**src/rtl/adc_seq_ctrl_if.sv**
```systemverilog
// Control/status bundle between the SAR ADC sequencer and its host.
// Carries the phase-timing outputs and the frozen clock-gate enables.
interface adc_seq_ctrl_if #(
    parameter int CNT_W  = 8,
    parameter int STEP_W = 5,
    parameter int CONV_W = 16
);
    logic              start;
    logic              cont;
    logic              abort;
    logic [CNT_W-1:0]  init_len;
    logic [CNT_W-1:0]  samp_len;
    logic [CNT_W-1:0]  comp_len;
    logic [CNT_W-1:0]  upd_len;
    logic [STEP_W-1:0] n_steps;
    logic              cfg_en_init;
    logic              cfg_en_samp_p;
    logic              cfg_en_samp_n;
    logic              cfg_en_comp;
    logic              cfg_en_update;

    logic              seq_init;
    logic              seq_samp;
    logic              seq_comp;
    logic              seq_update;
    logic              en_init;
    logic              en_samp_p;
    logic              en_samp_n;
    logic              en_comp;
    logic              en_update;
    logic              busy;
    logic              done;
    logic [CONV_W-1:0] conv_count;

    modport master (
        output start, cont, abort,
        output init_len, samp_len, comp_len, upd_len, n_steps,
        output cfg_en_init, cfg_en_samp_p, cfg_en_samp_n, cfg_en_comp, cfg_en_update,
        input  seq_init, seq_samp, seq_comp, seq_update,
        input  en_init, en_samp_p, en_samp_n, en_comp, en_update,
        input  busy, done, conv_count
    );

    modport slave (
        input  start, cont, abort,
        input  init_len, samp_len, comp_len, upd_len, n_steps,
        input  cfg_en_init, cfg_en_samp_p, cfg_en_samp_n, cfg_en_comp, cfg_en_update,
        output seq_init, seq_samp, seq_comp, seq_update,
        output en_init, en_samp_p, en_samp_n, en_comp, en_update,
        output busy, done, conv_count
    );
endinterface

```
**src/rtl/adc_seq_ctrl.sv**
```systemverilog
// SAR ADC conversion sequencer: phase timing plus per-conversion frozen clock-gate enables.
// All outputs are decoded from the next state and registered, so nothing is combinational to the pins.
module adc_seq_ctrl #(
    parameter int CNT_W  = 8,
    parameter int STEP_W = 5,
    parameter int CONV_W = 16
) (
    input  logic          clk,
    input  logic          rst,
    adc_seq_ctrl_if.slave ctrl
);

    typedef enum logic [2:0] {
        S_IDLE, S_PREP, S_INIT, S_SAMP, S_COMP, S_UPD, S_DONE
    } state_t;

    state_t            r_state;
    state_t            w_next;
    logic [CNT_W-1:0]  r_cnt;
    logic [CNT_W-1:0]  w_cnt_load;
    logic [CNT_W-1:0]  r_samp_len;
    logic [CNT_W-1:0]  r_comp_len;
    logic [CNT_W-1:0]  r_upd_len;
    logic [STEP_W-1:0] r_steps_left;
    logic              w_abort;
    logic              w_phase_end;

    logic w_seq_init, w_seq_samp, w_seq_comp, w_seq_update, w_busy, w_done;
    logic r_seq_init, r_seq_samp, r_seq_comp, r_seq_update, r_busy, r_done;
    logic r_en_init, r_en_samp_p, r_en_samp_n, r_en_comp, r_en_update;
    logic [CONV_W-1:0] r_conv_count;

    // Down-counter preload: a zero length behaves as one cycle, and len-1 never overflows.
    function automatic logic [CNT_W-1:0] len_to_load(input logic [CNT_W-1:0] len);
        return (len == '0) ? '0 : len - CNT_W'(1);
    endfunction

    function automatic logic [STEP_W-1:0] eff_steps(input logic [STEP_W-1:0] n);
        return (n == '0) ? STEP_W'(1) : n;
    endfunction

    assign w_abort     = ctrl.abort && (r_state != S_IDLE);
    assign w_phase_end = (r_cnt == '0);

    always_ff @(posedge clk or posedge rst) begin
        if (rst) r_state <= S_IDLE;
        else     r_state <= w_next;
    end

    always_comb begin
        w_next = r_state;
        case (r_state)
            S_IDLE: if (ctrl.start || ctrl.cont) w_next = S_PREP;
            S_PREP: w_next = S_INIT;
            S_INIT: if (w_phase_end) w_next = S_SAMP;
            S_SAMP: if (w_phase_end) w_next = S_COMP;
            S_COMP: if (w_phase_end) w_next = S_UPD;
            S_UPD:  if (w_phase_end) w_next = (r_steps_left <= STEP_W'(1)) ? S_DONE : S_COMP;
            S_DONE: w_next = ctrl.cont ? S_PREP : S_IDLE;
            default: w_next = S_IDLE;
        endcase
        if (w_abort) w_next = S_IDLE;
    end

    always_comb begin
        w_seq_init   = (w_next == S_INIT);
        w_seq_samp   = (w_next == S_SAMP);
        w_seq_comp   = (w_next == S_COMP);
        w_seq_update = (w_next == S_UPD);
        w_busy       = (w_next != S_IDLE);
        w_done       = (w_next == S_DONE);
    end

    // INIT is entered on the PREP exit edge, before the captured lengths are visible.
    always_comb begin
        w_cnt_load = '0;
        case (w_next)
            S_INIT:  w_cnt_load = len_to_load(ctrl.init_len);
            S_SAMP:  w_cnt_load = len_to_load(r_samp_len);
            S_COMP:  w_cnt_load = len_to_load(r_comp_len);
            S_UPD:   w_cnt_load = len_to_load(r_upd_len);
            default: w_cnt_load = '0;
        endcase
    end

    always_ff @(posedge clk or posedge rst) begin
        if (rst) begin
            r_cnt        <= '0;
            r_steps_left <= '0;
        end else begin
            if (w_next != r_state)  r_cnt <= w_cnt_load;
            else if (!w_phase_end)  r_cnt <= r_cnt - CNT_W'(1);

            if (r_state == S_PREP)
                r_steps_left <= eff_steps(ctrl.n_steps);
            else if (r_state == S_UPD && w_next == S_COMP)
                r_steps_left <= r_steps_left - STEP_W'(1);
        end
    end

    always_ff @(posedge clk) begin
        if (r_state == S_PREP) begin
            r_samp_len <= ctrl.samp_len;
            r_comp_len <= ctrl.comp_len;
            r_upd_len  <= ctrl.upd_len;
        end
    end

    // Enables load on PREP entry so they settle a full cycle before any phase rises.
    always_ff @(posedge clk or posedge rst) begin
        if (rst) begin
            r_seq_init   <= 1'b0;
            r_seq_samp   <= 1'b0;
            r_seq_comp   <= 1'b0;
            r_seq_update <= 1'b0;
            r_busy       <= 1'b0;
            r_done       <= 1'b0;
            r_conv_count <= '0;
            r_en_init    <= 1'b0;
            r_en_samp_p  <= 1'b0;
            r_en_samp_n  <= 1'b0;
            r_en_comp    <= 1'b0;
            r_en_update  <= 1'b0;
        end else begin
            r_seq_init   <= w_seq_init;
            r_seq_samp   <= w_seq_samp;
            r_seq_comp   <= w_seq_comp;
            r_seq_update <= w_seq_update;
            r_busy       <= w_busy;
            r_done       <= w_done;
            if (w_done) r_conv_count <= r_conv_count + CONV_W'(1);
            if (w_abort) begin
                r_en_init   <= 1'b0;
                r_en_samp_p <= 1'b0;
                r_en_samp_n <= 1'b0;
                r_en_comp   <= 1'b0;
                r_en_update <= 1'b0;
            end else if (w_next == S_PREP) begin
                r_en_init   <= ctrl.cfg_en_init;
                r_en_samp_p <= ctrl.cfg_en_samp_p;
                r_en_samp_n <= ctrl.cfg_en_samp_n;
                r_en_comp   <= ctrl.cfg_en_comp;
                r_en_update <= ctrl.cfg_en_update;
            end
        end
    end

    assign ctrl.seq_init   = r_seq_init;
    assign ctrl.seq_samp   = r_seq_samp;
    assign ctrl.seq_comp   = r_seq_comp;
    assign ctrl.seq_update = r_seq_update;
    assign ctrl.en_init    = r_en_init;
    assign ctrl.en_samp_p  = r_en_samp_p;
    assign ctrl.en_samp_n  = r_en_samp_n;
    assign ctrl.en_comp    = r_en_comp;
    assign ctrl.en_update  = r_en_update;
    assign ctrl.busy       = r_busy;
    assign ctrl.done       = r_done;
    assign ctrl.conv_count = r_conv_count;

endmodule
```
**src/flat_wrapper.sv**
```systemverilog
// flat-port wrapper written by rule: the top's interface ports become plain ports
module adc_seq_ctrl_flat 
#(
    parameter int CNT_W  = 8,
    parameter int STEP_W = 5,
    parameter int CONV_W = 16
)
  (clk, rst, ctrl_start, ctrl_cont, ctrl_abort, ctrl_init_len, ctrl_samp_len, ctrl_comp_len, ctrl_upd_len, ctrl_n_steps, ctrl_cfg_en_init, ctrl_cfg_en_samp_p, ctrl_cfg_en_samp_n, ctrl_cfg_en_comp, ctrl_cfg_en_update, ctrl_seq_init, ctrl_seq_samp, ctrl_seq_comp, ctrl_seq_update, ctrl_en_init, ctrl_en_samp_p, ctrl_en_samp_n, ctrl_en_comp, ctrl_en_update, ctrl_busy, ctrl_done, ctrl_conv_count);
  adc_seq_ctrl_if #(.CNT_W(CNT_W), .STEP_W(STEP_W), .CONV_W(CONV_W)) ctrl_i ();
  input  logic clk;
  input  logic rst;
  input wire logic [$bits(ctrl_i.start)-1:0] ctrl_start;
  input wire logic [$bits(ctrl_i.cont)-1:0] ctrl_cont;
  input wire logic [$bits(ctrl_i.abort)-1:0] ctrl_abort;
  input wire logic [$bits(ctrl_i.init_len)-1:0] ctrl_init_len;
  input wire logic [$bits(ctrl_i.samp_len)-1:0] ctrl_samp_len;
  input wire logic [$bits(ctrl_i.comp_len)-1:0] ctrl_comp_len;
  input wire logic [$bits(ctrl_i.upd_len)-1:0] ctrl_upd_len;
  input wire logic [$bits(ctrl_i.n_steps)-1:0] ctrl_n_steps;
  input wire logic [$bits(ctrl_i.cfg_en_init)-1:0] ctrl_cfg_en_init;
  input wire logic [$bits(ctrl_i.cfg_en_samp_p)-1:0] ctrl_cfg_en_samp_p;
  input wire logic [$bits(ctrl_i.cfg_en_samp_n)-1:0] ctrl_cfg_en_samp_n;
  input wire logic [$bits(ctrl_i.cfg_en_comp)-1:0] ctrl_cfg_en_comp;
  input wire logic [$bits(ctrl_i.cfg_en_update)-1:0] ctrl_cfg_en_update;
  output wire logic [$bits(ctrl_i.seq_init)-1:0] ctrl_seq_init;
  output wire logic [$bits(ctrl_i.seq_samp)-1:0] ctrl_seq_samp;
  output wire logic [$bits(ctrl_i.seq_comp)-1:0] ctrl_seq_comp;
  output wire logic [$bits(ctrl_i.seq_update)-1:0] ctrl_seq_update;
  output wire logic [$bits(ctrl_i.en_init)-1:0] ctrl_en_init;
  output wire logic [$bits(ctrl_i.en_samp_p)-1:0] ctrl_en_samp_p;
  output wire logic [$bits(ctrl_i.en_samp_n)-1:0] ctrl_en_samp_n;
  output wire logic [$bits(ctrl_i.en_comp)-1:0] ctrl_en_comp;
  output wire logic [$bits(ctrl_i.en_update)-1:0] ctrl_en_update;
  output wire logic [$bits(ctrl_i.busy)-1:0] ctrl_busy;
  output wire logic [$bits(ctrl_i.done)-1:0] ctrl_done;
  output wire logic [$bits(ctrl_i.conv_count)-1:0] ctrl_conv_count;
  assign ctrl_i.start = ctrl_start;
  assign ctrl_i.cont = ctrl_cont;
  assign ctrl_i.abort = ctrl_abort;
  assign ctrl_i.init_len = ctrl_init_len;
  assign ctrl_i.samp_len = ctrl_samp_len;
  assign ctrl_i.comp_len = ctrl_comp_len;
  assign ctrl_i.upd_len = ctrl_upd_len;
  assign ctrl_i.n_steps = ctrl_n_steps;
  assign ctrl_i.cfg_en_init = ctrl_cfg_en_init;
  assign ctrl_i.cfg_en_samp_p = ctrl_cfg_en_samp_p;
  assign ctrl_i.cfg_en_samp_n = ctrl_cfg_en_samp_n;
  assign ctrl_i.cfg_en_comp = ctrl_cfg_en_comp;
  assign ctrl_i.cfg_en_update = ctrl_cfg_en_update;
  assign ctrl_seq_init = ctrl_i.seq_init;
  assign ctrl_seq_samp = ctrl_i.seq_samp;
  assign ctrl_seq_comp = ctrl_i.seq_comp;
  assign ctrl_seq_update = ctrl_i.seq_update;
  assign ctrl_en_init = ctrl_i.en_init;
  assign ctrl_en_samp_p = ctrl_i.en_samp_p;
  assign ctrl_en_samp_n = ctrl_i.en_samp_n;
  assign ctrl_en_comp = ctrl_i.en_comp;
  assign ctrl_en_update = ctrl_i.en_update;
  assign ctrl_busy = ctrl_i.busy;
  assign ctrl_done = ctrl_i.done;
  assign ctrl_conv_count = ctrl_i.conv_count;
  adc_seq_ctrl #(.CNT_W(CNT_W), .STEP_W(STEP_W), .CONV_W(CONV_W)) u_core (.clk(clk), .rst(rst), .ctrl(ctrl_i));
endmodule
```
**config.mk**
```make
export PLATFORM = sky130hd
export DESIGN_NAME = adc_seq_ctrl_flat
export DESIGN_NICKNAME = d
export VERILOG_FILES = /design/src/rtl/adc_seq_ctrl_if.sv /design/src/rtl/adc_seq_ctrl.sv /design/src/flat_wrapper.sv
export SDC_FILE = /design/constraint.sdc
export NUM_CORES = 1
export LEC_CHECK = 0
export CAP_MARGIN = 10
export CELL_PAD_IN_SITES_DETAIL_PLACEMENT = 0
export CELL_PAD_IN_SITES_GLOBAL_PLACEMENT = 1
export CORE_MARGIN = 2
export CORE_UTILIZATION = 40
export DETAILED_ROUTE_END_ITERATION = 16
export HOLD_SLACK_MARGIN = 0.06
export PLACE_DENSITY = 0.87
export REMOVE_ABC_BUFFERS = 1
export SYNTH_ARGS = -nofsm -noshare
export SYNTH_HDL_FRONTEND = slang
export SYNTH_SLANG_ARGS = --single-unit
```
**constraint.sdc**
```tcl
create_clock -name clk -period 4.2 [get_ports clk]
set_clock_uncertainty 0.2 [all_clocks]
set_input_delay 1.26 -clock clk [delete_from_list [all_inputs] [get_ports clk]]
set_output_delay 1.26 -clock clk [all_outputs]
set_load 0.03 [all_outputs]
```
Word-level counts from Yosys, hierarchy flattened
Index checks and enable logic that the tools add are counted.
W data, S select, Z words.
{"block": "op_classes", "reduce_logical": 14, "n_eq_ne": 14, "muxes": 29, "add_sub_neg": 7, "magnitude_cmp": 1}
{"operator": "$mux W8", "count": 6}
{"operator": "$logic_not A8 Y1", "count": 5}
{"operator": "$sub A8 B1 Y8 const B", "count": 5}
{"operator": "$pmux W8 S4", "count": 1}
{"operator": "$pmux W3 S7", "count": 1}
{"operator": "$eq A3 B3 Y1 const B", "count": 6}
{"operator": "$mux W3", "count": 6}
{"operator": "$add A16 B1 Y16 const B", "count": 1}
{"operator": "$mux W5", "count": 3}
{"operator": "$eq A3 B2 Y1 const B", "count": 4}
{"operator": "$mux W1", "count": 11}
{"operator": "$eq A3 B1 Y1 const B", "count": 2}
{"operator": "$reduce_bool A3 Y1", "count": 2}
{"operator": "$le A5 B1 Y1 const B", "count": 1}
{"operator": "$logic_not A5 Y1", "count": 1}
{"operator": "$sub A5 B1 Y5 const B", "count": 1}
{"operator": "$reduce_bool A2 Y1", "count": 2}
{"operator": "$logic_not A3 Y1", "count": 1}
{"operator": "$ne A3 B3 Y1", "count": 1}
{"operator": "$logic_and A1 B1 Y1", "count": 2}
{"operator": "$mux W2", "count": 1}
{"operator": "$ne A2 B2 Y1 const B", "count": 1}
{"operator": "$logic_or A1 B1 Y1", "count": 1}
{"block": "totals", "input_bits": 47, "wordCells": 83, "output_inout_bits": 27, "reg_bits": 67}

Logic depth before layout (Yosys ltp)
Gate-level depths: netlist of the first run.
{"block": "logic_depth", "depth_word": 9, "depth_mapped": 11, "depth_no_buf": 9}

Worst setup path before layout of the first run
No wires, ideal clock.
{"block": "synth_timing", "path_kind": "input-to-reg", "from": "input port ctrl_start", "to": "register u_core.r_conv_count[12], in the netlist u_core.ctrl.conv_count[12]", "required_ns": 3.866, "setup_slack_ns": 1.038, "arrival_time_ns": 2.828, "stages": 7, "path_buffers": 0, "setup_ns": 0.134, "path_cell_list": "nor4_1 -> nor3_1 -> mux2i_1 -> nand3_2 -> nor3_2 -> nand3_1 -> xnor2_1"}
{"block": "synth_between", "elab_chain_len": 5}
{"element": "start: declaration", "line": "flat_wrapper.sv:12", "text": "input wire logic [$bits(ctrl_i.start)-1:0] ctrl_start;"}
{"element": "$logic_or A1 B1 Y1", "line": "adc_seq_ctrl.sv:53", "text": "S_IDLE: if (ctrl.start || ctrl.cont) w_next = S_PREP;"}
{"element": "$mux W3", "line": "adc_seq_ctrl.sv:53"}
{"element": "$pmux W3 S7", "line": "adc_seq_ctrl.sv:52", "text": "case (r_state)"}
{"element": "$mux W3", "line": "adc_seq_ctrl.sv:62", "text": "if (w_abort) w_next = S_IDLE;"}
{"element": "$eq A3 B3 Y1", "line": "adc_seq_ctrl.sv:71", "text": "w_done = (w_next == S_DONE);"}
{"element": "end signal: assignment", "line": "adc_seq_ctrl.sv:131", "text": "if (w_done) r_conv_count <= r_conv_count + CONV_W'(1);"}
{"element": "end: declaration", "line": "adc_seq_ctrl.sv:31", "text": "logic [CONV_W-1:0] r_conv_count;"}
Every way passes these cells.
A chain may end at the register's enable or synchronous reset.

Worst setup path in the final report of the first run
{"block": "layout_timing", "from": "input port ctrl_init_len[4]", "to": "register u_core.r_cnt[2]"}
{"block": "layout_between", "elab_chain_len": 4}
{"element": "start: declaration", "line": "flat_wrapper.sv:15", "text": "input wire logic [$bits(ctrl_i.init_len)-1:0] ctrl_init_len;"}
{"element": "$logic_not A8 Y1", "line": "adc_seq_ctrl.sv:35", "text": "return (len == '0) ? '0 : len - CNT_W'(1);"}
{"element": "$mux W8", "line": "adc_seq_ctrl.sv:35"}
{"element": "$pmux W8 S4", "line": "adc_seq_ctrl.sv:77", "text": "case (w_next)"}
{"element": "$mux W8", "line": "adc_seq_ctrl.sv:91", "text": "if (w_next != r_state) r_cnt <= w_cnt_load;"}
{"element": "end signal: assignment", "line": "adc_seq_ctrl.sv:91"}
{"element": "end signal: assignment", "line": "adc_seq_ctrl.sv:92", "text": "else if (!w_phase_end) r_cnt <= r_cnt - CNT_W'(1);"}
{"element": "end: declaration", "line": "adc_seq_ctrl.sv:19", "text": "logic [CNT_W-1:0] r_cnt;"}
Every way passes these cells.

==> impl_metrics.yaml, run 1 <==
clocking:
  cts_sinks: 67
  path_clk_slew_ns: 0.08
  postCtsSetupBuffers: 0
  cts_htree_levels: 3
  numCtsBuffers: 9
  clock_latency_ns: 0.35
  cts_tree: "built"
  ctsHoldBuffers: 0
  cts_root_buf: "clkbuf_8"
  clk_path_buf_depth: 2
  cts-resized-gates: 0
sta:
  fin_crit_ns: 3.49
  finalSetupTns_ns: 0
  min_period_over_period_pct: 83.1
  finalHoldViolations: 0
  maxSlewViolCount: 0
  setup_viol: 0
  setup_slack_ns: 0.710
  fmax_mhz: 287
  worst_slew_pin_slew_ns: 0.948
  max_slew_margin_pct: 36.7
  rsz0062_at_grt: "no"
power:
  combinationalPowerShare_pct: 41.9
  swShare_pct: 39.2
  p_per_area_nw_per_um2: 601
  power_frac_clock_pct: 22.4
  p_sw_w: 0.00112
  cellLeakagePower_nw: 1.88
  seqPwrFrac_pct: 35.7
  max-vdd-ir-drop_mv: 0.289
  p_int_w: 0.00174
yosys:
  syn_avg_cell_area_um2: 10.0
  synth_flop_cell: "dfrtp_1"
  synth_edf_count: 24
  post-synth-top-area-cell: "dfrtp_1"
  synthArstFlopShare_pct: 64.2
  seq_area_frac_synth_pct: 49.0
  synth_cell_type_count: 53
  synth_area_um2: 3670
  postSynthCellCount: 365
  synth_top_area_share_pct: 29.4
  ys_ff_latch: 67
  ys_top_cells_by_area: "dfrtp_1 29%, edfxtp_1 20%, xnor2_1 7.4%"
  ys.warnings.count: 0
worst_setup_path:
  reg2reg_to: "u_core.r_cnt[4]"
  critPathLaunchType: "primary input"
  worstSetupEndpoint: "u_core.r_cnt[2]"
  r2r_cells: 9
  critPathKind: "in2reg"
  rr_startpoint: "u_core.r_cnt[0]"
  worstSetupEndpointType: "flip-flop"
  crit_required_ns: 4.20
  r2r_slack_ns: 0.83
  startpoint: "ctrl_init_len[4]"
  cp.arrival_ns: 3.49
  cp_max_fo: 8
layout:
  layout-drive-gt1-share_pct: 6.71
  final_common_cell: "clkdlybuf4s50_1"
  area_growth_pct: 30.0
  multi_input_area_um2: 1730
  n_antenna_cell: 0
  fill_cells: 793
  final_cell_mix: "73 x clkdlybuf4s50_1, 43 x dfrtp_1, 31 x nor3_1, 31 x xnor2_1, 28 x nor2_1"
  nNetsFinal: 501
  seq_area_um2: 1800
place:
  port_buffers: 73
  gp_congestion: 0.830
  pre_cts_slack_ns: 0.380
  dpl.hpwl_um: 6140
route:
  totalWireLength_um: 8110
  wl_per_cell_um: 14.6
  drc: 0
  postRouteAntennaNets: 0
  vias: 2887
  detail_route.vias_per_cell: 5.20
  drtPass1Iterations: 4
  drtIter0Drc: 140
floorplanning:
  core.rowCount: 34
  io_pins: 74
  start_util_pct: 41.6
  die_w_um: 99.7
  die_h_um: 99.7
  core_um2: 8810
  dieArea_um2: 9950
worst_hold_path:
  hold_path_class: "reg2reg"
grt:
  grt_first_pass_wirelength_um: 13300
  antenna_found_initial: 0
  grt_pass1_vias: 2861
  grt-ovfl-total: 0
  grt_use_total_pct: 16.9
  grt_max_degree: 27
outcome:
  status: "completed"
flow_run:
  drv_cap: 0
## registers in the layout (all words and copies together), names as in the netlist, 3 cells and up
| register | count |
|---|---|
| u_core.r_cnt | 8 |
| u_core.r_steps_left | 5 |
| u_core.r_samp_len | 8 |
| u_core.r_upd_len | 8 |
| u_core.ctrl.conv_count | 16 |
| u_core.r_comp_len | 8 |
| u_core.r_state | 3 |
## area by class of cell
type                       count  area share [%]
multi-input combinational    262            36.3
tap                          108            2.84
inverter                      25            1.97
timing repair buffer          77            16.0
clock inverter                 3           0.998
clock buffer                  13            4.23
sequential                    67            37.7
## synthesized netlist by cell type (5+ instances only)
| library cell | n |
|---|---|
| nand2_1 | 26 |
| xnor2_1 | 31 |
| o22ai_1 | 14 |
| dfrtp_1 | 43 |
| nor4_1 | 6 |
| nor3b_1 | 6 |
| clkbuf_1 | 6 |
| o21ai_0 | 11 |
| nor2_1 | 28 |
| inv_1 | 25 |
| edfxtp_1 | 24 |
| nand3_1 | 17 |
| ha_1 | 12 |
| xor2_1 | 15 |
| a31oi_1 | 5 |
| a21oi_1 | 5 |
| or3_1 | 6 |
| nor3_1 | 31 |
## power groups by stage
stage               clock network (W)  registers (W)  logic, W
detailed placement                  0        0.00103   0.00119
global route                 0.000680        0.00105   0.00132
finish                       0.000642        0.00102   0.00120
floorplan                           0        0.00106  0.000780
CTS                          0.000654        0.00102   0.00119
global placement                    0        0.00103   0.00118
## critical path: stages
cell             delay (ns)
clkdlybuf4s50_1        0.45
or4_1                  0.59
nor4b_1                0.29
inv_1                  0.07
nand4_1                0.23
nor2_1                 0.12
a211oi_1               0.33
o22ai_1                0.15
## layer usage
metal,global-route usage [%],up-vias,part of all wire (%)
li1,-,1468,-
met1,22.6,1345,48
met2,26.8,62,46
met3,2.60,12,3.7
met4,8.22,0,2.1
met5,0,-,0
## cell families (layout without fill, tap and decap cells)
kind of cell / count (synthesis) / count (layout) / share of synthesized area (%)
adder cells (fa/ha/maj): 12 / 12 / 4.10
multiplexers: 5 / 5 / 1.43
AND/OR/NAND/NOR: 143 / 143 / 20.1
flip-flops: 67 / 67 / 49.0
XOR/XNOR: 46 / 46 / 11.0
buffers and inverters: 36 / 118 / 3.82
AO/OA/AOI/OAI: 56 / 56 / 10.5
## how the worst min path moves through the flow
stage                                    start                         end  slack (ns)  cells after the start
global placement    u_core.ctrl.conv_count[15]  u_core.ctrl.conv_count[15]        0.26                      1
floorplan               u_core.r_steps_left[1]      u_core.r_steps_left[1]        0.33                      1
global route        u_core.ctrl.conv_count[15]  u_core.ctrl.conv_count[15]        0.29                      1
CTS                 u_core.ctrl.conv_count[15]  u_core.ctrl.conv_count[15]        0.28                      1
detailed placement  u_core.ctrl.conv_count[15]  u_core.ctrl.conv_count[15]        0.27                      1
finish              u_core.ctrl.conv_count[15]  u_core.ctrl.conv_count[15]        0.28                      1
## per-stage QoR
stage / utilization, % / instance area, µm² / std cells / hold slack, ns / power (W)
after floorplan: - / 3620 / 354 / 0.327 / 0.00184
after global placement: 51.3 / 4520 / 539 / 0.261 / 0.00220
after detailed placement: 51.3 / 4520 / 539 / 0.274 / 0.00222
after CTS: 54.1 / 4760 / 555 / 0.284 / 0.00287
after global routing: 54.1 / 4760 / 555 / 0.290 / 0.00305
final: 54.1 / 4760 / 555 / 0.278 / 0.00286
(Power assumes the default switching activity.)
==> inputs of run 2 (changes only) <==
clock period = 3.47 ns   (was 4.2 ns; I/O delays follow)
==> impl_metrics.yaml, run 2 (synthesis gave the netlist of run 1 again) <==
outcome:
  status: "completed"
sta:
  fmax_mhz: 305
  rsz0062_at_grt: "no"
  min_period_over_period_pct: 94.6
  fin_crit_ns: 3.28
  setup_viol: 0
  max_slew_margin_pct: 37.5
  finalSetupTns_ns: 0
  timing.hold.ws_ns: 0.273
  finalHoldViolations: 0
  worst_slew_pin_slew_ns: 0.937
  maxSlewViolCount: 0
clocking:
  clk_path_buf_depth: 2
  numCtsBuffers: 9
  path_clk_slew_ns: 0.08
  cts_root_buf: "clkbuf_8"
  cts_tree: "built"
  postCtsSetupBuffers: 0
  clock_latency_ns: 0.35
  cts_htree_levels: 3
  cts_sinks: 67
route:
  drc: 0
  detail_route.vias_per_cell: 5.25
  drtIter0Drc: 213
  drtPass1Iterations: 4
  totalWireLength_um: 8330
  postRouteAntennaNets: 0
  vias: 2996
  wl_per_cell_um: 14.6
layout:
  n_antenna_cell: 0
  multi_input_area_um2: 1750
  largest_reg_flops: 16
  seq_area_um2: 1800
  final_common_cell: "clkdlybuf4s50_1"
  area_growth_pct: 32.9
  nNetsFinal: 517
  fill_cells: 770
  final_cell_mix: "73 x clkdlybuf4s50_1, 43 x dfrtp_1, 31 x nor3_1, 31 x xnor2_1, 28 x nor2_1"
  stdcell_count: 571
  layout-drive-gt1-share_pct: 10.6
power:
  cellLeakagePower_nw: 1.95
  max-vdd-ir-drop_mv: 0.282
  finalPower_w: 0.00353
  p_per_area_nw_per_um2: 725
worst_setup_path:
  cp.arrival_ns: 3.36
  critPathLaunchType: "flip-flop"
  crit_required_ns: 3.55
  critPathKind: "reg2reg"
  cp_max_fo: 7
  crit_chain: "inv_1 > ha_1 > or4b_4 > o311a_1 > a41o_1 > or3_4 > o32a_1 > nor3b_1 > o22ai_2"
  critPathSlowestCell: "or4b_4"
  worstSetupEndpointType: "flip-flop"
  slowest_delay_ns: 0.53
floorplanning:
  core.rowCount: 34
  core_um2: 8810
  start_util_pct: 41.6
  io_pins: 74
  die_w_um: 99.7
  die_h_um: 99.7
  dieArea_um2: 9950
grt:
  grt_first_pass_wirelength_um: 14100
  grt_pass1_vias: 2980
  grt_use_total_pct: 17.9
  antenna_found_initial: 0
  grt_max_degree: 44
  grt-ovfl-total: 0
place:
  port_buffers: 73
  dpl.hpwl_um: 6480
  gp_congestion: 0.849
  dp.cells: 555
flow_run:
  drv_cap: 0
worst_hold_path:
  hold_path_class: "reg2reg"
## run 2: layout make-up
| cell class | count | area share (%) |
|---|---|---|
| clock buffers | 10 | 3.06 |
| clock inverters | 6 | 1.44 |
| inverters | 25 | 1.93 |
| multi-input cells | 262 | 35.8 |
| flip-flops and latches | 67 | 36.9 |
| well taps | 108 | 2.77 |
| repair buffers | 93 | 18.1 |
## run 2: path summary, 6_finish.rpt
check / cells past startpoint / to / startpoint / slack (ns)
worst max register to register: 9 / u_core.r_cnt[0] / u_core.r_cnt[0] / 0.19
worst min-delay path: 1 / u_core.ctrl.conv_count[15] / u_core.ctrl.conv_count[15] / 0.27
worst max-delay path: 9 / u_core.r_cnt[0] / u_core.r_cnt[0] / 0.19
max in group asynchronous: 3 / u_core.ctrl.conv_count[2] / rst / 1.76
min in group asynchronous: 3 / u_core.r_steps_left[1] / rst / 0.93
worst min register to register: 1 / u_core.ctrl.conv_count[15] / u_core.ctrl.conv_count[15] / 0.27
## run 2: routing by layer
metal,vias up,routed length (µm),global-route usage (%),share of wire [%]
met5,-,0,0,0
met3,14,380,3.79,4.6
met4,0,142,6.95,1.7
met2,63,3980,28.5,48
li1,1497,-,-,-
met1,1422,3830,23.9,46
## run 2: what timing repair did
item,in CTS,in global routing
gates resized for setup,0,3
hold buffers,0,0
endpoints found under the setup margin,0,13
## run 2: power breakdown
part	leakage, nW	internal (W)	switching (W)
clock	0.112	0.000382	0.000329
combinational	1.04	0.000699	0.000884
sequential	0.793	0.00105	0.000192
total	1.95	0.00213	0.00140
## run 2: critical path, delay by kind of cell (launching register included)
kind / cells / cell delay [ns]
compound gates: 4 / 1.14
simple gates: 3 / 1.16
fa+ha+maj: 1 / 0.24
buf+inv: 1 / 0.09
flops: 1 / 0.38
## run 2: per-stage QoR
stage | utilization [%] | setup WS (ns) | instance area, µm²
floorplan | - | -0.0273 | 3620
global placement | 52.6 | 0.0343 | 4640
detailed placement | 52.6 | 0.00546 | 4640
CTS | 55.1 | 0.0622 | 4850
global route | 55.3 | 0.0415 | 4870
finish | 55.3 | 0.188 | 4870
==> inputs of run 3 (changes only) <==
clock period = 4.1 ns   (was 3.47 ns; I/O delays follow)
==> impl_metrics.yaml, run 3 (synthesis gave the netlist of run 1 again) <==
worst_setup_path:
  worstSetupEndpointType: "flip-flop"
  critPathLaunchType: "primary input"
  slowest_delay_ns: 0.50
  cp.arrival_ns: 3.44
  crit_chain: "clkdlybuf4s50_1 > and3b_1 > nor3_1 > mux2i_1 > buf_4 > nand4_1 > nor2_1 > a211oi_1 > o22ai_1"
  r2r_cells: 9
  critPathKind: "in2reg"
  cp_max_fo: 15
  critPathSlowestCell: "clkdlybuf4s50_1"
  crit_required_ns: 4.11
route:
  postRouteAntennaNets: 0
  totalWireLength_um: 8190
  wl_per_cell_um: 14.8
  drtPass1Iterations: 4
  detail_route.vias_per_cell: 5.20
  drtIter0Drc: 85
  drc: 0
  vias: 2886
place:
  gp_congestion: 0.844
  placed_cell_area_um2: 4520
  dpl.hpwl_um: 6180
  dp.cells: 539
  port_buffers: 73
  pre_cts_slack_ns: 0.339
clocking:
  clk_path_buf_depth: 2
  cts_tree: "built"
  cts_root_buf: "clkbuf_8"
  cts_htree_levels: 3
  cts_sinks: 67
  numCtsBuffers: 9
  postCtsSetupBuffers: 0
  ctsHoldBuffers: 0
  cts-resized-gates: 0
  clock_latency_ns: 0.35
  path_clk_slew_ns: 0.08
sta:
  fmax_mhz: 292
  min_period_over_period_pct: 83.5
  max_slew_margin_pct: 36.3
  setup_viol: 0
  finalHoldViolations: 0
  rsz0062_at_grt: "no"
  setup_slack_ns: 0.675
  finalSetupTns_ns: 0
  maxSlewViolCount: 0
  fin_crit_ns: 3.43
  worst_slew_pin_slew_ns: 0.955
floorplanning:
  die_w_um: 99.7
  io_pins: 74
  dieArea_um2: 9950
  core.rowCount: 34
  start_util_pct: 41.6
  core_um2: 8810
  die_h_um: 99.7
layout:
  largest_reg_flops: 16
  stdcell_area_um2: 4760
  stdcell_count: 555
  final_common_cell: "clkdlybuf4s50_1"
  layout-drive-gt1-share_pct: 6.49
  fill_cells: 785
  seq_area_um2: 1800
  n_antenna_cell: 0
  nNetsFinal: 501
  area_growth_pct: 30.0
  multi_input_area_um2: 1730
  final_cell_mix: "73 x clkdlybuf4s50_1, 43 x dfrtp_1, 31 x nor3_1, 31 x xnor2_1, 28 x nor2_1"
power:
  max-vdd-ir-drop_mv: 0.252
  p_per_area_nw_per_um2: 616
  cellLeakagePower_nw: 1.88
outcome:
  status: "completed"
grt:
  grt_max_degree: 44
  met3_usage_pct: 4.29
  grt_util_met1_pct: 23.0
  antenna_found_initial: 0
  grt_pass1_vias: 2899
  busiest_layer: "met2"
  grt_first_pass_wirelength_um: 13600
  grt_use_total_pct: 17.4
  grtUsageMet2_pct: 27.7
  grt-ovfl-total: 0
worst_hold_path:
  hold_path_class: "reg2reg"
  hold_path_depth: 1
flow_run:
  drv_cap: 0
run 3: power by group:
part / total, W / switching, W / internal [W]
registers: 0.00105 / 0.000160 / 0.000885
logic: 0.00123 / 0.000724 / 0.000507
clock network: 0.000659 / 0.000265 / 0.000394
total: 0.00294 / 0.00115 / 0.00179
run 3: through the flow:
stage	utilization (%)	power [W]	hold slack [ns]
finish	54.1	0.00294	0.275
CTS	54.1	0.00295	0.277
detailed placement	51.3	0.00228	0.266
floorplan	-	0.00188	0.327
global placement	51.3	0.00225	0.261
global route	54.1	0.00314	0.284
run 3: critical path: cells and delay by family:
kind            cells  cell delay [ns]
compound gates      2             0.47
buf+inv             2             0.72
mux                 1             0.18
simple gates        4             0.83
run 3: path summary, 6_finish.rpt:
path | start | endpoint | slack (ns)
worst max-delay path | ctrl_cont | u_core.r_cnt[2] | 0.67
worst min-delay path | u_core.ctrl.conv_count[15] | u_core.ctrl.conv_count[15] | 0.28
worst max register to register | u_core.r_cnt[0] | u_core.r_cnt[0] | 0.68
worst min register to register | u_core.ctrl.conv_count[15] | u_core.ctrl.conv_count[15] | 0.28
max in group asynchronous | rst | u_core.ctrl.seq_update | 2.21
min in group asynchronous | rst | u_core.ctrl.seq_comp | 1.11
run 3: cell type report:
type | count | area share [%]
clock buffers | 13 | 4.25
clock inverters | 3 | 0.972
inverters | 25 | 1.97
multi-input cells | 262 | 36.3
flip-flops and latches | 67 | 37.7
well taps | 108 | 2.84
repair buffers | 77 | 16.0
run 3: per-layer routing:
layer	vias to the layer above	share of wire (%)	wire length [µm]
met3	10	3.2	262
met2	51	48	3920
met1	1361	48	3900
li1	1464	-	-
met4	0	1.3	109
met5	-	0	0
==> variant 1, RTL diff (flow settings as in run 2) <==
Encoding of `state_t`: now Gray code (3 bits for 7 states).
--- a/src/rtl/adc_seq_ctrl.sv
+++ b/src/rtl/adc_seq_ctrl.sv
@@ -11,7 +11,7 @@
 );
 
     typedef enum logic [2:0] {
-        S_IDLE, S_PREP, S_INIT, S_SAMP, S_COMP, S_UPD, S_DONE
+        S_IDLE = 3'b000, S_PREP = 3'b001, S_INIT = 3'b011, S_SAMP = 3'b010, S_COMP = 3'b110, S_UPD = 3'b111, S_DONE = 3'b101
     } state_t;
 
     state_t            r_state;
Function: no difference found for any inputs over 10 cycles, from zero or initial values and one cycle with rst high; not proved beyond that.
==> variant 1 against run 2 <==
Die area increased by 5.5%. Non-clock buffer count decreased by 7. Sequential cell count unchanged. Routed wire length increased by 11%. Synthesized area increased by 5.8%. Worst setup slack improved by 0.21 ns. Via count increased by 10%. Final area increased by 3.2%. Power decreased by 6.4%. Largest cell class is now multi-input combinational cells.
==> variant 1: results <==
route:
  drt-initial-drc-count: 222
  routed_wl_um: 9210
  vias: 3296
setup_path:
  r2r-end: "u_core.ctrl.conv_count[10]$_DFFE_PP0P_"
  r2r_start: "u_core.r_cnt[0]$_DFFE_PP0P_"
  crit_family: "compound AO/OA/AOI/OAI gates"
  endpoint: "u_core.r_cnt[5]$_DFFE_PP0P_"
  reg2reg_slack_ns: 0.39
  cpPeakStageDelay_ns: 0.55
  cp_max_fo: 7
  crit_slowest_cell: "clkdlybuf4s50_1"
  cp.arrival_ns: 3.08
  startpoint: "ctrl_abort"
final_layout:
  drive_gt1_share_pct: 9.15
  largest_reg_flops: 16
  fill_cells: 829
  n_antenna_cell: 0
  nNetsFinal: 535
  fin_cells: 610
place:
  port_buffers: 73
  routabilityCongestion: 0.972
  dp_slack_ns: 0.0718
  place_inst: 594
  dp_hpwl_um: 7080
  dpl_cell_area_sq_mm: 0.00483
clock_network:
  insertion_delay_ns: 0.35
  cts_buffers: 9
  cts_buffer_depth: 2
  tritoncts: "built"
  cts.root.buffer_cell: "clkbuf_8"
  path_clk_slew_ns: 0.08
synth:
  syn_inst: 387
  synthTopCellsByCount: "dfrtp_1, nor2_1, nand2_1, nand3_1"
  synth_async_sr_flop_share_pct: 64.2
  ys_warn_count: 0
  synth_cell_types: 55
  yosysSeqAreaShare_pct: 46.3
  synth_area_leaders: "dfrtp_1, edfxtp_1, xnor2_1, xor2_1, ha_1"
global_route:
  grt_usage_pct: 18.8
  grt_max_degree: 25
  antenna_found_initial: 0
  grt_pass1_wl_um: 15400
pwr:
  ir_worst_vdd_uv: 247
  cellLeakagePower_nw: 2.01
sta:
  tightestPinTransition_ns: 0.848
  period_minus_slack_ns: 3.08
outcome:
  outcome: "finished clean"
variant 1: logic make-up after synthesis:
kind of cell | share of synthesized area (%)
muxes | 2.65
buffers and inverters | 3.19
and+or+nand+nor | 20.9
AOI/OAI and AO/OA | 13.3
DFF | 46.3
xor gates and xnor gates | 9.71
adders and majority gates | 3.87
variant 1: area by class of cell:
class,instances,area [sq um],area share [%]
Sequential cell,67,1800,35.7
Inverter,23,86.3,1.72
Clock buffer,10,128,2.54
Timing Repair Buffer,86,828,16.5
Tap cell,129,161,3.21
Clock inverter,6,66.3,1.32
Multi-Input combinational cell,289,1960,39.0
variant 1: routing by layer:
| metal | wire length [um] | track usage, % | vias to the layer above |
|---|---|---|---|
| li1 | - | - | 1609 |
| met2 | 4630 | 32.1 | 92 |
| met4 | 130 | 6.36 | 0 |
| met3 | 466 | 4.10 | 13 |
| met1 | 3980 | 23.6 | 1582 |
| met5 | 0 | 0 | - |
variant 1: worst min path at each step:
stage | start | end | slack, ns | cells past startpoint
after global routing | u_core.ctrl.conv_count[15]$_DFFE_PP0P_ | u_core.ctrl.conv_count[15]$_DFFE_PP0P_ | 0.29 | 1
after detailed placement | u_core.ctrl.conv_count[15]$_DFFE_PP0P_ | u_core.ctrl.conv_count[15]$_DFFE_PP0P_ | 0.27 | 1
final | u_core.ctrl.conv_count[15]$_DFFE_PP0P_ | u_core.ctrl.conv_count[15]$_DFFE_PP0P_ | 0.28 | 1
after floorplan | u_core.r_steps_left[4]$_DFFE_PP0P_ | u_core.r_steps_left[4]$_DFFE_PP0P_ | 0.34 | 2
after global placement | u_core.ctrl.conv_count[15]$_DFFE_PP0P_ | u_core.ctrl.conv_count[15]$_DFFE_PP0P_ | 0.26 | 1
after CTS | u_core.ctrl.conv_count[15]$_DFFE_PP0P_ | u_core.ctrl.conv_count[15]$_DFFE_PP0P_ | 0.28 | 1
variant 1: power breakdown:
part	internal (mW)	leakage (nW)	switching [mW]	total [mW]
combinational	0.606	1.12	0.822	1.43
sequential	1.03	0.799	0.203	1.24
clock	0.332	0.0885	0.309	0.641
total	1.97	2.01	1.33	3.31
==> variant 2, RTL diff (config.mk and constraints of run 2) <==
Without the edit above. `CONV_W` is set to 16 in 3 places; all go to 32.
--- a/src/rtl/adc_seq_ctrl_if.sv
+++ b/src/rtl/adc_seq_ctrl_if.sv
@@ -3,7 +3,7 @@
 interface adc_seq_ctrl_if #(
     parameter int CNT_W  = 8,
     parameter int STEP_W = 5,
-    parameter int CONV_W = 16
+    parameter int CONV_W = 32
 );
     logic              start;
     logic              cont;
--- a/src/rtl/adc_seq_ctrl.sv
+++ b/src/rtl/adc_seq_ctrl.sv
@@ -3,7 +3,7 @@
 module adc_seq_ctrl #(
     parameter int CNT_W  = 8,
     parameter int STEP_W = 5,
-    parameter int CONV_W = 16
+    parameter int CONV_W = 32
 ) (
     input  logic          clk,
     input  logic          rst,
--- a/src/flat_wrapper.sv
+++ b/src/flat_wrapper.sv
@@ -3,7 +3,7 @@
 #(
     parameter int CNT_W  = 8,
     parameter int STEP_W = 5,
-    parameter int CONV_W = 16
+    parameter int CONV_W = 32
 )
   (clk, rst, ctrl_start, ctrl_cont, ctrl_abort, ctrl_init_len, ctrl_samp_len, ctrl_comp_len, ctrl_upd_len, ctrl_n_steps, ctrl_cfg_en_init, ctrl_cfg_en_samp_p, ctrl_cfg_en_samp_n, ctrl_cfg_en_comp, ctrl_cfg_en_update, ctrl_seq_init, ctrl_seq_samp, ctrl_seq_comp, ctrl_seq_update, ctrl_en_init, ctrl_en_samp_p, ctrl_en_samp_n, ctrl_en_comp, ctrl_en_update, ctrl_busy, ctrl_done, ctrl_conv_count);
   adc_seq_ctrl_if #(.CNT_W(CNT_W), .STEP_W(STEP_W), .CONV_W(CONV_W)) ctrl_i ();
Ports: changed (resized ctrl_conv_count); port bits go from 74 to 90. No check against the original RTL was run, so the function may have changed too.
==> variant 2 against run 2 <==
Critical endpoint is now u_core.r_cnt[5]$_DFFE_PP0P_. Critical path type is now in -> reg. Final cell count is 21% higher. Sequential cell count is 16 higher. Sequential power is 15% higher. Worst setup slack worse by 0.029 ns. Clock power is 32% higher. Synthesized area is 24% higher. Routed wire length is 31% higher. Hold slack better by 0.0059 ns. Power is 14% higher. Final area is 24% higher.
==> variant 2: results <==
clock_network:
  cts.root.buffer_cell: "clkbuf_16"
  insertion_delay_ns: 0.33
final_layout:
  fill_cells: 951
  nNetsFinal: 603
  largest_reg_flops: 32
sta:
  fin_ws_ns: 0.159
  tightestPinTransition_ns: 0.700
  hold_ws_ns: 0.279
route:
  wl_per_cell_um: 15.8
  drt-initial-drc-count: 154
  vias: 3684
setup_path:
  cp_max_fo: 6
  startpoint: "ctrl_cont"
  reg2reg_slack_ns: 0.29
  reg2regPathDepth: 8
pwr:
  p_int_mw: 2.45
  ir_worst_vdd_uv: 309
place:
  routabilityCongestion: 0.883
  dp_slack_ns: -0.155
  port_buffers: 89
global_route:
  grt_pass1_vias: 3750
  grt_pass1_wl_um: 18200
  grt_usage_pct: 17.9
synth:
  synth_cell_types: 65
  yosysSeqAreaShare_pct: 48.2
  synth_async_sr_flop_share_pct: 71.1
  syn_area_per_cell_sq_um: 10.6
  synthTopCellsByCount: "dfrtp_1, nor2_1, xnor2_1, inv_1, edfxtp_1"
  synth_area_leaders: "dfrtp_1, edfxtp_1, xnor2_1, nor2_1, ha_1"
hold_path:
  min_to: "u_core.ctrl.conv_count[31]$_DFFE_PP0P_"
outcome:
  outcome: "finished clean"
## variant 2: cell types whose count changed after synthesis, sizes merged, moves of 6 or more
cell / delta
a31oi: +6
nand3: -6
xnor2: +13
nor2: +23
nand4: +10
dfrtp: +16
nor3: -25
and3: +13
o221ai: +6
## variant 2: area by class of cell
cell class | instances | area [sq um] | share of cell area, %
clock buffer | 9 | 225 | 3.72
clock inverter | 7 | 66.3 | 1.10
inverter | 26 | 97.6 | 1.61
multi-input combinational | 313 | 2220 | 36.7
sequential | 83 | 2200 | 36.3
tap | 140 | 175 | 2.89
timing repair buffer | 111 | 1070 | 17.7
## variant 2: kinds of logic (layout without fill, tap and decap cells)
logic type	after synthesis	count (layout)	share of synthesized area, %
adders and majority gates	12	12	3.29
buffers and inverters	35	153	3.10
xor gates and xnor gates	58	58	11.3
AOI/OAI and AO/OA	73	73	12.3
DFF	83	83	48.2
muxes	9	9	2.03
and+or+nand+nor	161	161	19.8
## variant 2: power groups by stage
stage,Clock [mW],Sequential (mW),Combinational [mW]
final,0.936,1.43,1.64
after global routing,0.995,1.46,1.80
after CTS,0.952,1.43,1.64
after detailed placement,0,1.45,1.63
after global placement,0,1.44,1.60
after floorplan,0,1.49,1.01
## variant 2: metrics by stage
step	instance area [sq um]	power, mW	setup TNS, ns	cells
final	6050	4.01	0	689
after global routing	6050	4.25	0	689
after CTS	6050	4.02	0	689
after detailed placement	5760	3.07	-1.91	673
after global placement	5760	3.04	-0.519	673
after floorplan	4520	2.50	0	422
## variant 2: routing by layer
layer | vias up | wire length (um) | track usage [%]
met4 | 0 | 57 | 3.67
met2 | 104 | 5360 | 30.2
met5 | - | 0 | 0
met1 | 1775 | 4750 | 22.9
li1 | 1799 | - | -
met3 | 6 | 716 | 5.19
## variant 2: worst max-delay path, cell delays in order
cell	delay, ns
clkdlybuf4s50_1	0.47
nor2_1	0.19
o31ai_1	0.10
buf_4	0.16
a211o_1	0.30
or4_4	0.49
or2_0	0.36
o221ai_2	0.23
